===== src/rtl/blink_div_multi.sv =====
// Purpose     : multi-channel level-programmable blink-rate divider driving the player/LED blink outputs.
// Latency     : tick/phase update one clk after the boundary edge; sclk is combinational from registered state.
// Backpressure: none; free-running outputs, no handshake.
//
// Ports
//   clk    in   1             system clock, all logic on posedge
//   rst_n  in   1             synchronous active-low reset
//   en     in   NUM_CH        per-channel run enable
//   level  in   NUM_CH*LVL_W  per-channel level, ch i at [i*LVL_W +: LVL_W]
//   mode   in   NUM_CH*2      per-channel output mode (00 square, 01 pulse, 10 solid, 11 off)
//   sync   in   1             one-cycle strobe, realigns every channel to phase 0
//   sclk   out  NUM_CH        per-channel blink output (mode-selected)
//   tick   out  NUM_CH        one-cycle strobe at each half-period boundary
//
// Each channel counts (MAX_LVL - eff_lvl) * STEP cycles per half-period, where
// eff_lvl is the shadowed level clamped to MAX_LVL-1, so the half-period is never zero.
module blink_div_multi #(
   parameter int NUM_CH  = 2,
   parameter int LVL_W   = 4,
   parameter int MAX_LVL = 11,
   parameter int STEP    = 1_500_000,
   parameter int CNT_W   = 25
) (
   input  logic                    clk,
   input  logic                    rst_n,
   input  logic [NUM_CH-1:0]       en,
   input  logic [NUM_CH*LVL_W-1:0] level,
   input  logic [NUM_CH*2-1:0]     mode,
   input  logic                    sync,
   output logic [NUM_CH-1:0]       sclk,
   output logic [NUM_CH-1:0]       tick
);

   // Output mode encodings.
   localparam logic [1:0] LP_MODE_SQUARE = 2'b00;
   localparam logic [1:0] LP_MODE_PULSE  = 2'b01;
   localparam logic [1:0] LP_MODE_SOLID  = 2'b10;
   localparam logic [1:0] LP_MODE_OFF    = 2'b11;

   // Highest level that still leaves a non-zero half-period.
   localparam logic [LVL_W-1:0] LP_LVL_CEIL = LVL_W'(MAX_LVL - 1);

   // ------------------------------------------------------------------
   // Elaboration-time parameter sanity.
   // ------------------------------------------------------------------
   if ((longint'(MAX_LVL) * longint'(STEP) - 1) >= (longint'(1) << CNT_W)) begin : g_cnt_w_chk
      $error("blink_div_multi: CNT_W=%0d cannot hold MAX_LVL*STEP-1", CNT_W);
   end
   if (MAX_LVL < 2 || STEP < 1) begin : g_lvl_chk
      $error("blink_div_multi: MAX_LVL must be >= 2 and STEP >= 1");
   end
   if ((MAX_LVL - 1) >= (1 << LVL_W)) begin : g_ceil_chk
      $error("blink_div_multi: MAX_LVL-1 does not fit in LVL_W bits");
   end

   // ------------------------------------------------------------------
   // Per-channel registered state.
   // ------------------------------------------------------------------
   logic [CNT_W-1:0] r_cnt    [NUM_CH];
   logic [LVL_W-1:0] r_lvl_sh [NUM_CH];
   logic [NUM_CH-1:0] r_phase;
   logic [NUM_CH-1:0] r_tick;

   // ------------------------------------------------------------------
   // Half-period terminal count derived from the shadow level only, so a
   // level change on the input never moves the boundary of the half-period
   // currently in flight.
   // ------------------------------------------------------------------
   logic [LVL_W-1:0] w_eff_lvl  [NUM_CH];
   logic [CNT_W-1:0] w_half_m1  [NUM_CH];
   logic [NUM_CH-1:0] w_boundary;

   always_comb begin
      w_boundary = '0;
      for (int i = 0; i < NUM_CH; i++) begin
         w_eff_lvl[i] = (r_lvl_sh[i] > LP_LVL_CEIL) ? LP_LVL_CEIL : r_lvl_sh[i];
         w_half_m1[i] = CNT_W'((MAX_LVL - int'(w_eff_lvl[i])) * STEP - 1);
         w_boundary[i] = (r_cnt[i] == w_half_m1[i]);
      end
   end

   // ------------------------------------------------------------------
   // Counter / phase / tick / shadow-level update.
   // Priority: reset > sync > per-channel enable > boundary > count.
   // Idle and sync share the same target state: counter parked at zero and
   // the shadow level following the input, so enabling restarts a clean
   // half-period at whatever level is presented.
   // ------------------------------------------------------------------
   always_ff @(posedge clk) begin
      if (!rst_n) begin
         for (int i = 0; i < NUM_CH; i++) begin
            r_cnt[i]    <= '0;
            r_lvl_sh[i] <= '0;
         end
         r_phase <= '0;
         r_tick  <= '0;
      end else begin
         for (int i = 0; i < NUM_CH; i++) begin
            if (sync || !en[i]) begin
               r_cnt[i]    <= '0;
               r_phase[i]  <= 1'b0;
               r_tick[i]   <= 1'b0;
               r_lvl_sh[i] <= level[i*LVL_W +: LVL_W];
            end else if (w_boundary[i]) begin
               r_cnt[i]    <= '0;
               r_phase[i]  <= ~r_phase[i];
               r_tick[i]   <= 1'b1;
               r_lvl_sh[i] <= level[i*LVL_W +: LVL_W];
            end else begin
               r_cnt[i]    <= r_cnt[i] + CNT_W'(1);
               r_tick[i]   <= 1'b0;
            end
         end
      end
   end

   // ------------------------------------------------------------------
   // Output mode mux; purely combinational so a mode switch never touches
   // the running counter or phase.
   // ------------------------------------------------------------------
   always_comb begin
      sclk = '0;
      for (int i = 0; i < NUM_CH; i++) begin
         case (mode[i*2 +: 2])
            LP_MODE_SQUARE: sclk[i] = r_phase[i];
            LP_MODE_PULSE:  sclk[i] = r_tick[i];
            LP_MODE_SOLID:  sclk[i] = 1'b1;
            LP_MODE_OFF:    sclk[i] = 1'b0;
            default:        sclk[i] = 1'b0;
         endcase
      end
   end

   assign tick = r_tick;

endmodule


===== config.mk =====
export PLATFORM = sky130hd
export DESIGN_NAME = blink_div_multi
export DESIGN_NICKNAME = d
export VERILOG_FILES = /design/src/rtl/blink_div_multi.sv
export SDC_FILE = /design/constraint.sdc
export NUM_CORES = 1
export LEC_CHECK = 0
export CAP_MARGIN = 20
export CORE_ASPECT_RATIO = 1.1
export CORE_MARGIN = 3
export CORE_UTILIZATION = 61
export CTS_CLUSTER_DIAMETER = 30
export DETAILED_ROUTE_END_ITERATION = 16
export PLACE_DENSITY = 0.79
export SLEW_MARGIN = 20
export SYNTH_ARGS = -nofsm -noshare
export SYNTH_HDL_FRONTEND = slang
export SYNTH_SLANG_ARGS = --single-unit

===== constraint.sdc =====
create_clock -name clk -period 15.5 [get_ports clk]
set_input_delay 4.65 -clock clk [delete_from_list [all_inputs] [get_ports clk]]
set_output_delay 4.65 -clock clk [all_outputs]
set_load 0.005 [all_outputs]

-- Word-level counts from Yosys, hierarchy flattened
Memory sizes are Yosys's and may differ from the RTL's.
Cells that the tools add are included.
- register bits: 4
- memory bits (writable): 58
- output and inout port bits: 4
- word-level logic and storage cells: 81
- memories: 2
- memory list (name ; words ; width ; rd ports ; clocked after memory_dff ; wr ports ; RTL line ; source):
    r_cnt ; 2 ; 25 ; 2 ; 0 ; 2 ; 59 ; logic [CNT_W-1:0] r_cnt [NUM_CH];
    r_lvl_sh ; 2 ; 4 ; 2 ; 0 ; 2 ; 60 ; logic [LVL_W-1:0] r_lvl_sh [NUM_CH];
- $add $sub $neg: 6
- $mul: 2
- order comparisons: 2
- equal/unequal tests: 8
- muxes and demuxes: 37
- bitwise gates (word level): 13
- reduce and logical (&&, ||, !) cells: 8
- operators with widths (kind ; number):
    2-to-1 mux 25 bit ; 6
    adder 25 x 1 -> 25 bit (second input constant) ; 2
    == test 25 bit ; 2
    subtractor 25 x 2 -> 25 bit (second input constant) ; 2
    multiplier 5 x 17 -> 20 bit (second input constant) ; 2
    2-to-1 mux 4 bit ; 6
    2-to-1 mux 1 bit ; 23
    bitwise OR 1 bit ; 10
    subtractor 4 x 4 -> 5 bit (first input constant) ; 2
    == test 2 bit (second input constant) ; 4
    greater-than comparator 4 bit (second input constant) ; 2
    one-hot mux 1 bit (4 select lines) ; 2
    == test 2 x 1 -> 1 bit (second input constant) ; 2
    zero test 2 bit ; 2
    OR reduction 2 bit ; 2
    inverter 1 bit ; 3
    zero test 1 bit ; 2
    logical OR 1 bit ; 2

-- Longest topological paths before layout
Gate-level depths: netlist (run 1).
An unclocked memory read counts as a cell.
- depth in word-level cells: 13
- depth in mapped cells: 23
- depth with buffers taken out: 20

-- Worst setup path before layout (run 1)
Ideal clock, no wire load.
- path type: in2out
- from: in mode[1]
- to: out sclk[0]
- arrival: 4.927 ns
- path slack: 5.923 ns
- stages: 2
- cells stage by stage: nand2b_1 > a21oi_1
- longest elaborated chain between the ends: 2
- elaborated cells on any way between the ends: 5
- classes of those cells: eq/ne (3); mux (1); reduce/logical (1)
- RTL lines (element ; RTL line ; source):
    from (decl) ; 28 ; input logic [NUM_CH*2-1:0] mode,
    == test 2 bit, or another cell as far along ; 124 ; case (mode[i*2 +: 2])
    one-hot mux 1 bit (4 select lines) * ; 124 ;
    to (decl) ; 30 ; output logic [NUM_CH-1:0] sclk,
Mark *: on every way between the ends. The rest lies on a longest branch, timed or not.

-- Final worst setup path (run 1)
- from: in mode[3]
- to: out sclk[1]
Same word-level chain as after synthesis.

==> results of run 1 <==
-- cells in the final DEF (no fill, tap or decap), types with 11 or more instances in the layout --
cell              n
nor3_1           73
nor4_1           14
xor2_1           50
fa_1             12
clkdlybuf4s50_1  20
inv_1            61
nand3_1          45
nand4_1          26
and3_1           17
conb_1           56
nand2b_1         12
o21ai_0          28
nor2_1           43
xnor2_1          52
edfxtp_1         58
nor2b_1          11
nand2_1          39
ha_1             67
a21oi_1          35
-- final timing paths --
check,start,end,cells past startpoint
min,r_phase[1],r_phase[1],2
min reg2reg,r_phase[1],r_phase[1],2
max reg2reg,r_lvl_sh[0][3],r_cnt[0][12],20
max,mode[3],sclk[1],4
-- critical path: stages --
cell and delay (ps):
clkdlybuf4s50_1 410, nand2b_1 140, a21oi_1 140, clkdlybuf4s50_1 510
-- logic make-up (layout without fill, tap and decap cells) --
group | count (synthesis) | count (layout) | synth area share
adders and majority gates | 79 | 79 | 0.1388
buffers and inverters | 107 | 100 | 0.05570
and+or+nand+nor | 357 | 357 | 0.2606
muxes | 6 | 6 | 0.008210
other | 2 | 56 | 0.0009662
xor gates and xnor gates | 108 | 108 | 0.1318
AOI/OAI and AO/OA | 178 | 178 | 0.1695
DFF | 62 | 62 | 0.2344
-- state kept, by name (all words and copies together), names as in the netlist --
name and count:
r_lvl_sh 8, r_cnt 50, tick 2, r_phase 2
-- stage by stage --
stage | instance area [sq um] | total power [mW]
after CTS | 8503 | 1.128
final | 8503 | 1.136
after global routing | 8503 | 1.224
after floorplan | 7975 | 0.7788
after detailed placement | 8195 | 0.9168
after global placement | 8195 | 0.9021
-- power by group --
part	internal (mW)	switching (mW)	total [mW]
clock	0.130	0.0768	0.206
combinational	0.285	0.439	0.724
sequential	0.192	0.0132	0.205
-- final cells by class --
type                    count  area, sq um  share of cell area
multi-input cells         784         5729              0.6738
flip-flops and latches     62         1822              0.2142
clock buffers              10        239.0             0.02810
inverters                  61        229.0             0.02693
repair buffers             23        222.7             0.02619
well taps                 154        192.7             0.02266
clock inverters             6        68.82            0.008093
-- per-layer routing --
metal	up-vias	wire length, microns
li1	3402	-
met1	3211	7562
met2	147	9401
met3	38	520
met4	0	458
met5	-	0
==> results.cfg, run 1 <==
[yosys]
async_flop_share = 0
yosys.cell_types.count = 84
synth_edf_count = 58
synth_top_area_cell = edfxtp_1
synth-main-ff-cell = edfxtp_1
synth_seq_area_share = 0.2344
yosys.area.top_type_share = 0.2241
ys_ff_latch = 62
postSynthAreaPerCell_sq_um = 8.646
yosysMostFrequentCell = nor3_1
synth_common_cells = nor3_1 (73), ha_1 (67), inv_1 (61), edfxtp_1 (58), xnor2_1 (52)
synthesis.instances = 899
ys_warn_count = 0
synth.area.top_cells = edfxtp_1 (22%), ha_1 (11%), xnor2_1 (5.9%)
syn_area_sq_um = 7772

[timing]
drv_slew = 0
max_slew.worst_pin.slew_ps = 945.0
rsz0062_at_grt = false
finalSetupViolCount = 0
fin_skew_ps = 15.09
fmax_mhz = 95.24
period_share = 0.6774
period_needed_ps = 10500
slew_headroom = 0.3685
timing.final.ws_setup_ps = 5001
hold_violations = 0
finalSetupTns_ps = 0
hold_ws_ps = 485.5

[global_routing]
grt_busiest_layer = met2
grt_use_met1 = 0.3110
grt_max_degree = 32
grt_pass1_wl_microns = 30370
grtUsageMet2 = 0.4697
grt_pass1_vias = 6454
antenna_found_initial = 0
globalRouteOverflowTotal = 0
grt_usage = 0.2571
grtUsageMet3 = 0.03013

[clocking]
cts.clk_slew.worst_paths_ps = 60
htree_num_levels = 3
cts_tree = yes
root_buffer = clkbuf_16
post-cts-setup-buffers = 0
cts_buffer_depth = 2
cts_hold_buf = 0
numClockSinks = 62
clk_latency_ps = 330
cts_buffers = 9
cts_resized = 0

[min_path]
hp-class = reg2reg

[place]
portBuffers = 20
gp_congestion = 0.8688
place_inst = 1084
pre_cts_ws_ps = 5002
hpwl_microns = 14040

[cells_and_area]
fin_cells = 1100
area_growth_pct = 9.401
final_util = 0.6945
fillers = 972
drive_gt1_frac = 0.05285
nNetsFinal = 1037
antenna_cells = 0

[power]
powerDensity_nw_per_um2 = 133.6
p_leak_nw = 3.299
ir_worst_vdd_mv = 0.09836

[outcome]
status = complete, no violations

[worst_setup_path]
crit_type = in2out
path_max_fanout = 2
crit_required_ps = 10850
worstSetupEndpointType = output port
cp.arrival_ps = 5850
r2r_slack_ps = 8450
worstSetupStartpointType = input port

[routing]
first_pass_iters = 5
drt-total-wl_microns = 17940
wl_per_cell_microns = 16.31
ant_nets = 0
vias = 6798
drcViolationCount = 0
drt_iter0_drc = 538
via_per_inst = 6.180

[die]
die_x_microns = 113.6
start_util = 0.6348
die-area_sq_um = 14130
ios = 21
core_area_sq_um = 12240
num_rows = 42
dieHeight_microns = 124.4

[flow_run]
max_cap_violations = 0
Power figures use the tool's default switching activity.
==> run 2, diff against run 1 <==
- CORE_UTILIZATION: 61 -> 58
- clock period: 15.5 -> 8.5 ns (I/O delays scaled with it)
==> run 2 against run 1 <==
Against the previous run: register-to-register slack lost 6700 ps; final area shrank 0.35%; final cell count is essentially flat; utilization shrank 3.6 points; clock skew shrank 8.8 ps; setup slack lost 3300 ps; flip-flop and latch count is the same; sequential share of layout area grew 0.076 points; critical path type is now reg2reg; critical endpoint is now r_cnt[1][14]; highest routed layer is now met5.
==> results.cfg, run 2 (synthesis results as in run 1) <==
[timing]
finalSetupTns_ps = 0
hold_ws_ps = 490.9
drv_slew = 0
finalSetupViolCount = 0
period_share = 0.7953
period_needed_ps = 6760
max_slew.worst_pin.slew_ps = 1005
rsz0062_at_grt = false
slew_headroom = 0.3125
hold_violations = 0
fin_skew_ps = 6.298
fmax_mhz = 147.9

[power]
power_frac_clock = 0.172
pwr-share-comb = 0.645
p_sw_uw = 950.1
seqPwrFrac = 0.183
swShare = 0.4649
powerDensity_nw_per_um2 = 241.2
p_leak_nw = 3.281
intPower_mw = 1.094
ir_worst_vdd_mv = 0.1203

[routing]
vias = 6767
ant_nets = 0
via_per_inst = 6.146
drt-total-wl_microns = 18150
drt_iter0_drc = 460
wl_per_cell_microns = 16.49
first_pass_iters = 5
drcViolationCount = 0

[worst_setup_path]
cp.arrival_ps = 6830
worstSetupStartpointType = flip-flop
crit_path_top_delay_cell = a21oi_1
crit_required_ps = 8570
crit_path_cell_trace = a21oi_1, fa_1, ha_1, inv_1, fa_1, inv_1, ha_1, o21ai_0, o21ai_0, a21oi_1, nor3_1, nand3_1, nor4_2, mux2_2, o31a_1, nor4_4, buf_4, nor3_1
worstSetupEndpoint = r_cnt[1][14]
slowest_delay_ps = 710
rr_worst_depth = 18
critPathLaunch = r_lvl_sh[1][3]
worstSetupEndpointType = flip-flop
path_max_fanout = 29
crit_type = reg2reg
r2r_slack_ps = 1740
regToRegEndpoint = r_cnt[1][14]
timing.rr.start = r_lvl_sh[1][3]

[clocking]
htree_num_levels = 3
cts_hold_buf = 0
cts_buffers = 9
post-cts-setup-buffers = 0
cts_buffer_depth = 2
numClockSinks = 62
root_buffer = clkbuf_16
clk_latency_ps = 330
cts_resized = 0
cts.clk_slew.worst_paths_ps = 50
cts_tree = yes

[place]
placed_area_sq_um = 8193
portBuffers = 20
gp_congestion = 0.9566
hpwl_microns = 14330

[die]
core_area_sq_um = 12860
dieHeight_microns = 127.4
die_x_microns = 116.4
start_util = 0.6045
ios = 21
num_rows = 43
die-area_sq_um = 14830

[cells_and_area]
multi_input_area_sq_um = 5731
finish.instance_area_sq_um = 8473
largest_register = r_cnt
antenna_cells = 0
fillers = 1096
nNetsFinal = 1036
seq_area_sq_um = 1822
area_growth_pct = 9.015
largest_reg_flops = 50
final_cell_mix = nor3_1 (73), ha_1 (67), inv_1 (61)
drive_gt1_frac = 0.04979
largestRegisters = r_cnt (50), r_lvl_sh (8)
final_common_cell = nor3_1

[flow_run]
max_cap_violations = 0

[outcome]
status = complete, no violations

[global_routing]
grt_pass1_vias = 6604
antenna_found_initial = 1
globalRouteOverflowTotal = 0
grt_pass1_wl_microns = 30630
grt_usage = 0.2554
grt_max_degree = 34

[min_path]
hp-class = reg2reg
## run 2: cell type report
class,count,area share
well taps,157,0.02318
clock buffers,10,0.02702
inverters,61,0.02702
clock inverters,5,0.006054
repair buffers,22,0.02540
multi-input cells,784,0.6763
flip-flops and latches,62,0.2150
## run 2: through the flow
step / utilization / setup slack [ps] / total power [mW] / cells
2_1_floorplan: - / 2692 / 1.420 / 953
3_3_place_gp: 0.6371 / 1764 / 1.659 / 1086
3_5_place_dp: 0.6372 / 1775 / 1.678 / 1086
4_1_cts: 0.6589 / 1750 / 2.035 / 1101
5_1_grt: 0.6589 / 1256 / 2.213 / 1101
6_report: 0.6589 / 1740 / 2.044 / 1101
## run 2: worst min path at each step
| stage | from | to | slack (ps) | cells after the start |
|---|---|---|---|---|
| final | r_phase[1] | r_phase[1] | 490 | 2 |
| after global routing | r_phase[1] | r_phase[1] | 510 | 2 |
| after detailed placement | r_phase[1] | r_phase[1] | 490 | 2 |
| after floorplan | r_phase[1] | r_phase[1] | 450 | 2 |
| after global placement | r_phase[1] | r_phase[1] | 480 | 2 |
| after CTS | r_phase[1] | r_phase[1] | 490 | 2 |
## run 2: worst max-delay path, delay by kind of cell, from the launching register on
family,cells,cell delay [ps]
AO/OA/AOI/OAI,5,1830
adder cells (fa/ha/maj),4,1530
buffers and inverters,3,490
flip-flops,1,540
multiplexers,1,390
AND/OR/NAND/NOR,5,1710
## run 2: power groups by stage
stage / logic [mW] / registers (mW) / clock network, mW
2_1_floorplan: 1.05 / 0.366 / 0
3_3_place_gp: 1.28 / 0.379 / 0
3_5_place_dp: 1.30 / 0.379 / 0
4_1_cts: 1.31 / 0.373 / 0.354
5_1_grt: 1.47 / 0.376 / 0.368
6_report: 1.32 / 0.374 / 0.351
## run 2: layer usage
layer	up-vias	part of all wire	global-route usage
met5	-	0.00061	0
met4	2	0.039	0.1038
met3	50	0.032	0.04500
met2	144	0.51	0.4465
met1	3175	0.42	0.3069
li1	3396	-	-
==> run 3, diff against run 2 <==
- clock period: 8.5 -> 6.1 ns (I/O delays scaled with it)
==> run 3 against run 2 <==
Against the previous run: global-route usage is 0.93 points higher; largest power group unchanged; sequential share of layout area is 0.87 points lower; largest cell class unchanged; final cell count is 2.7% higher; highest routed layer unchanged; power is 50% higher.
==> results.cfg, run 3 (synthesis results as in run 1) <==
[die]
core_area_sq_um = 12860
num_rows = 43
die-area_sq_um = 14830
start_util = 0.6045
dieHeight_microns = 127.4
ios = 21
die_x_microns = 116.4

[worst_setup_path]
rr_worst_depth = 22
crit_required_ps = 6180
regToRegEndpoint = r_lvl_sh[1][0]
path_max_fanout = 33
crit_type = reg2reg
worstSetupStartpointType = flip-flop
timing.rr.start = r_lvl_sh[0][2]
worstSetupEndpointType = flip-flop
cp.arrival_ps = 5840
r2r_slack_ps = 330

[place]
placed_area_sq_um = 8397
pre_cts_ws_ps = 244.9
place_inst = 1110
portBuffers = 20
gp_congestion = 0.9398
hpwl_microns = 14840

[clocking]
root_buffer = clkbuf_16
cts_buffer_depth = 2
cts_tree = yes
numClockSinks = 62
htree_num_levels = 3
clk_latency_ps = 330
cts_buffers = 9
cts_hold_buf = 0
cts.clk_slew.worst_paths_ps = 50

[global_routing]
globalRouteOverflowTotal = 0
grt_pass1_vias = 6840
grt_pass1_wl_microns = 31910
grt_usage = 0.2647
grt_max_degree = 34
antenna_found_initial = 1

[cells_and_area]
area_growth_pct = 13.59
final_cell_mix = nor3_1 (73), ha_1 (67), inv_1 (61)
fillers = 1022
finish.instance_area_sq_um = 8828
fin_cells = 1131
final_common_cell = nor3_1
final_util = 0.6866
drive_gt1_frac = 0.08624
largest_reg_flops = 50
antenna_cells = 0
largestRegisters = r_cnt (50), r_lvl_sh (8)
largest_register = r_cnt
nNetsFinal = 1065

[timing]
period_needed_ps = 5768
drv_slew = 0
slew_headroom = 0.3845
period_share = 0.9456
timing.final.ws_setup_ps = 331.6
finalSetupViolCount = 0
max_slew.worst_pin.slew_ps = 921.0
hold_violations = 0
fmax_mhz = 173.4
fin_skew_ps = 4.141

[routing]
drt_iter0_drc = 535
ant_nets = 0
via_per_inst = 6.220
drcViolationCount = 0
drt-total-wl_microns = 19130
wl_per_cell_microns = 16.92
vias = 7035
first_pass_iters = 6

[power]
p_total_mw = 3.067
p_leak_nw = 3.475
powerDensity_nw_per_um2 = 347.4
ir_worst_vdd_mv = 0.2270

[flow_run]
max_cap_violations = 0

[min_path]
holdPathStages = 2
hold_start = r_phase[1]
hold_end = r_phase[1]
hp-class = reg2reg

[outcome]
status = complete, no violations
## run 3: worst max-delay path, stage by stage, from the launching register on
cell	delay [ps]
edfxtp_1	420
o21ai_1	220
nand2_1	110
inv_1	110
fa_1	390
inv_1	90
ha_1	150
inv_1	50
fa_1	500
inv_1	40
ha_1	230
a211o_1	360
a211o_1	360
a41oi_2	330
xor2_2	300
o2111ai_2	210
buf_4	190
nor4_1	250
nor3_1	110
or3_1	390
and4_1	190
buf_12	170
o311a_1	340
## run 3: what timing repair did
action,CTS,global route
endpoints found under the setup margin,0,67
gates resized for setup,0,14
hold endpoints to repair,0,0
setup buffers,0,5
## run 3: metal layers
layer	routed length (microns)	track usage
met1	7734	0.3102
met4	664	0.09761
met2	9971	0.4801
met5	20	0
met3	740	0.04121
## run 3: power breakdown
part           switching, mW  internal [mW]  leakage [nW]
clock                  0.176          0.380         0.156
sequential            0.0269          0.488         0.637
combinational           1.18          0.814          2.68
total                   1.38           1.68          3.48
## run 3: final cells by class
cell class / count / area, sq um / area share
Tap cell: 157 / 196.4 / 0.02225
Clock buffer: 13 / 260.3 / 0.02948
Inverter: 61 / 229.0 / 0.02594
Sequential cell: 62 / 1822 / 0.2063
Multi-Input combinational cell: 784 / 5796 / 0.6565
Timing Repair Buffer: 51 / 457.9 / 0.05187
Clock inverter: 3 / 67.56 / 0.007653
## run 3: worst max path at each step
| stage | startpoint | to | slack (ps) | cells past startpoint |
|---|---|---|---|---|
| 3_3_place_gp | r_lvl_sh[1][2] | r_cnt[1][6] | 280 | 19 |
| 2_1_floorplan | r_lvl_sh[1][2] | r_cnt[1][15] | 290 | 21 |
| 4_1_cts | r_lvl_sh[1][2] | r_cnt[1][9] | 250 | 19 |
| 5_1_grt | r_lvl_sh[0][3] | r_lvl_sh[1][0] | -2 | 20 |
| 3_5_place_dp | r_lvl_sh[1][2] | r_cnt[1][4] | 240 | 19 |
| 6_report | r_lvl_sh[0][2] | r_lvl_sh[1][0] | 330 | 22 |
## run 3: through the flow
step           setup TNS (ps)  hold WS, ps
6_report                    0        507.7
5_1_grt                -1.534        545.4
4_1_cts                     0        508.6
3_5_place_dp                0        499.3
3_3_place_gp                0        482.5
2_1_floorplan               0        452.1
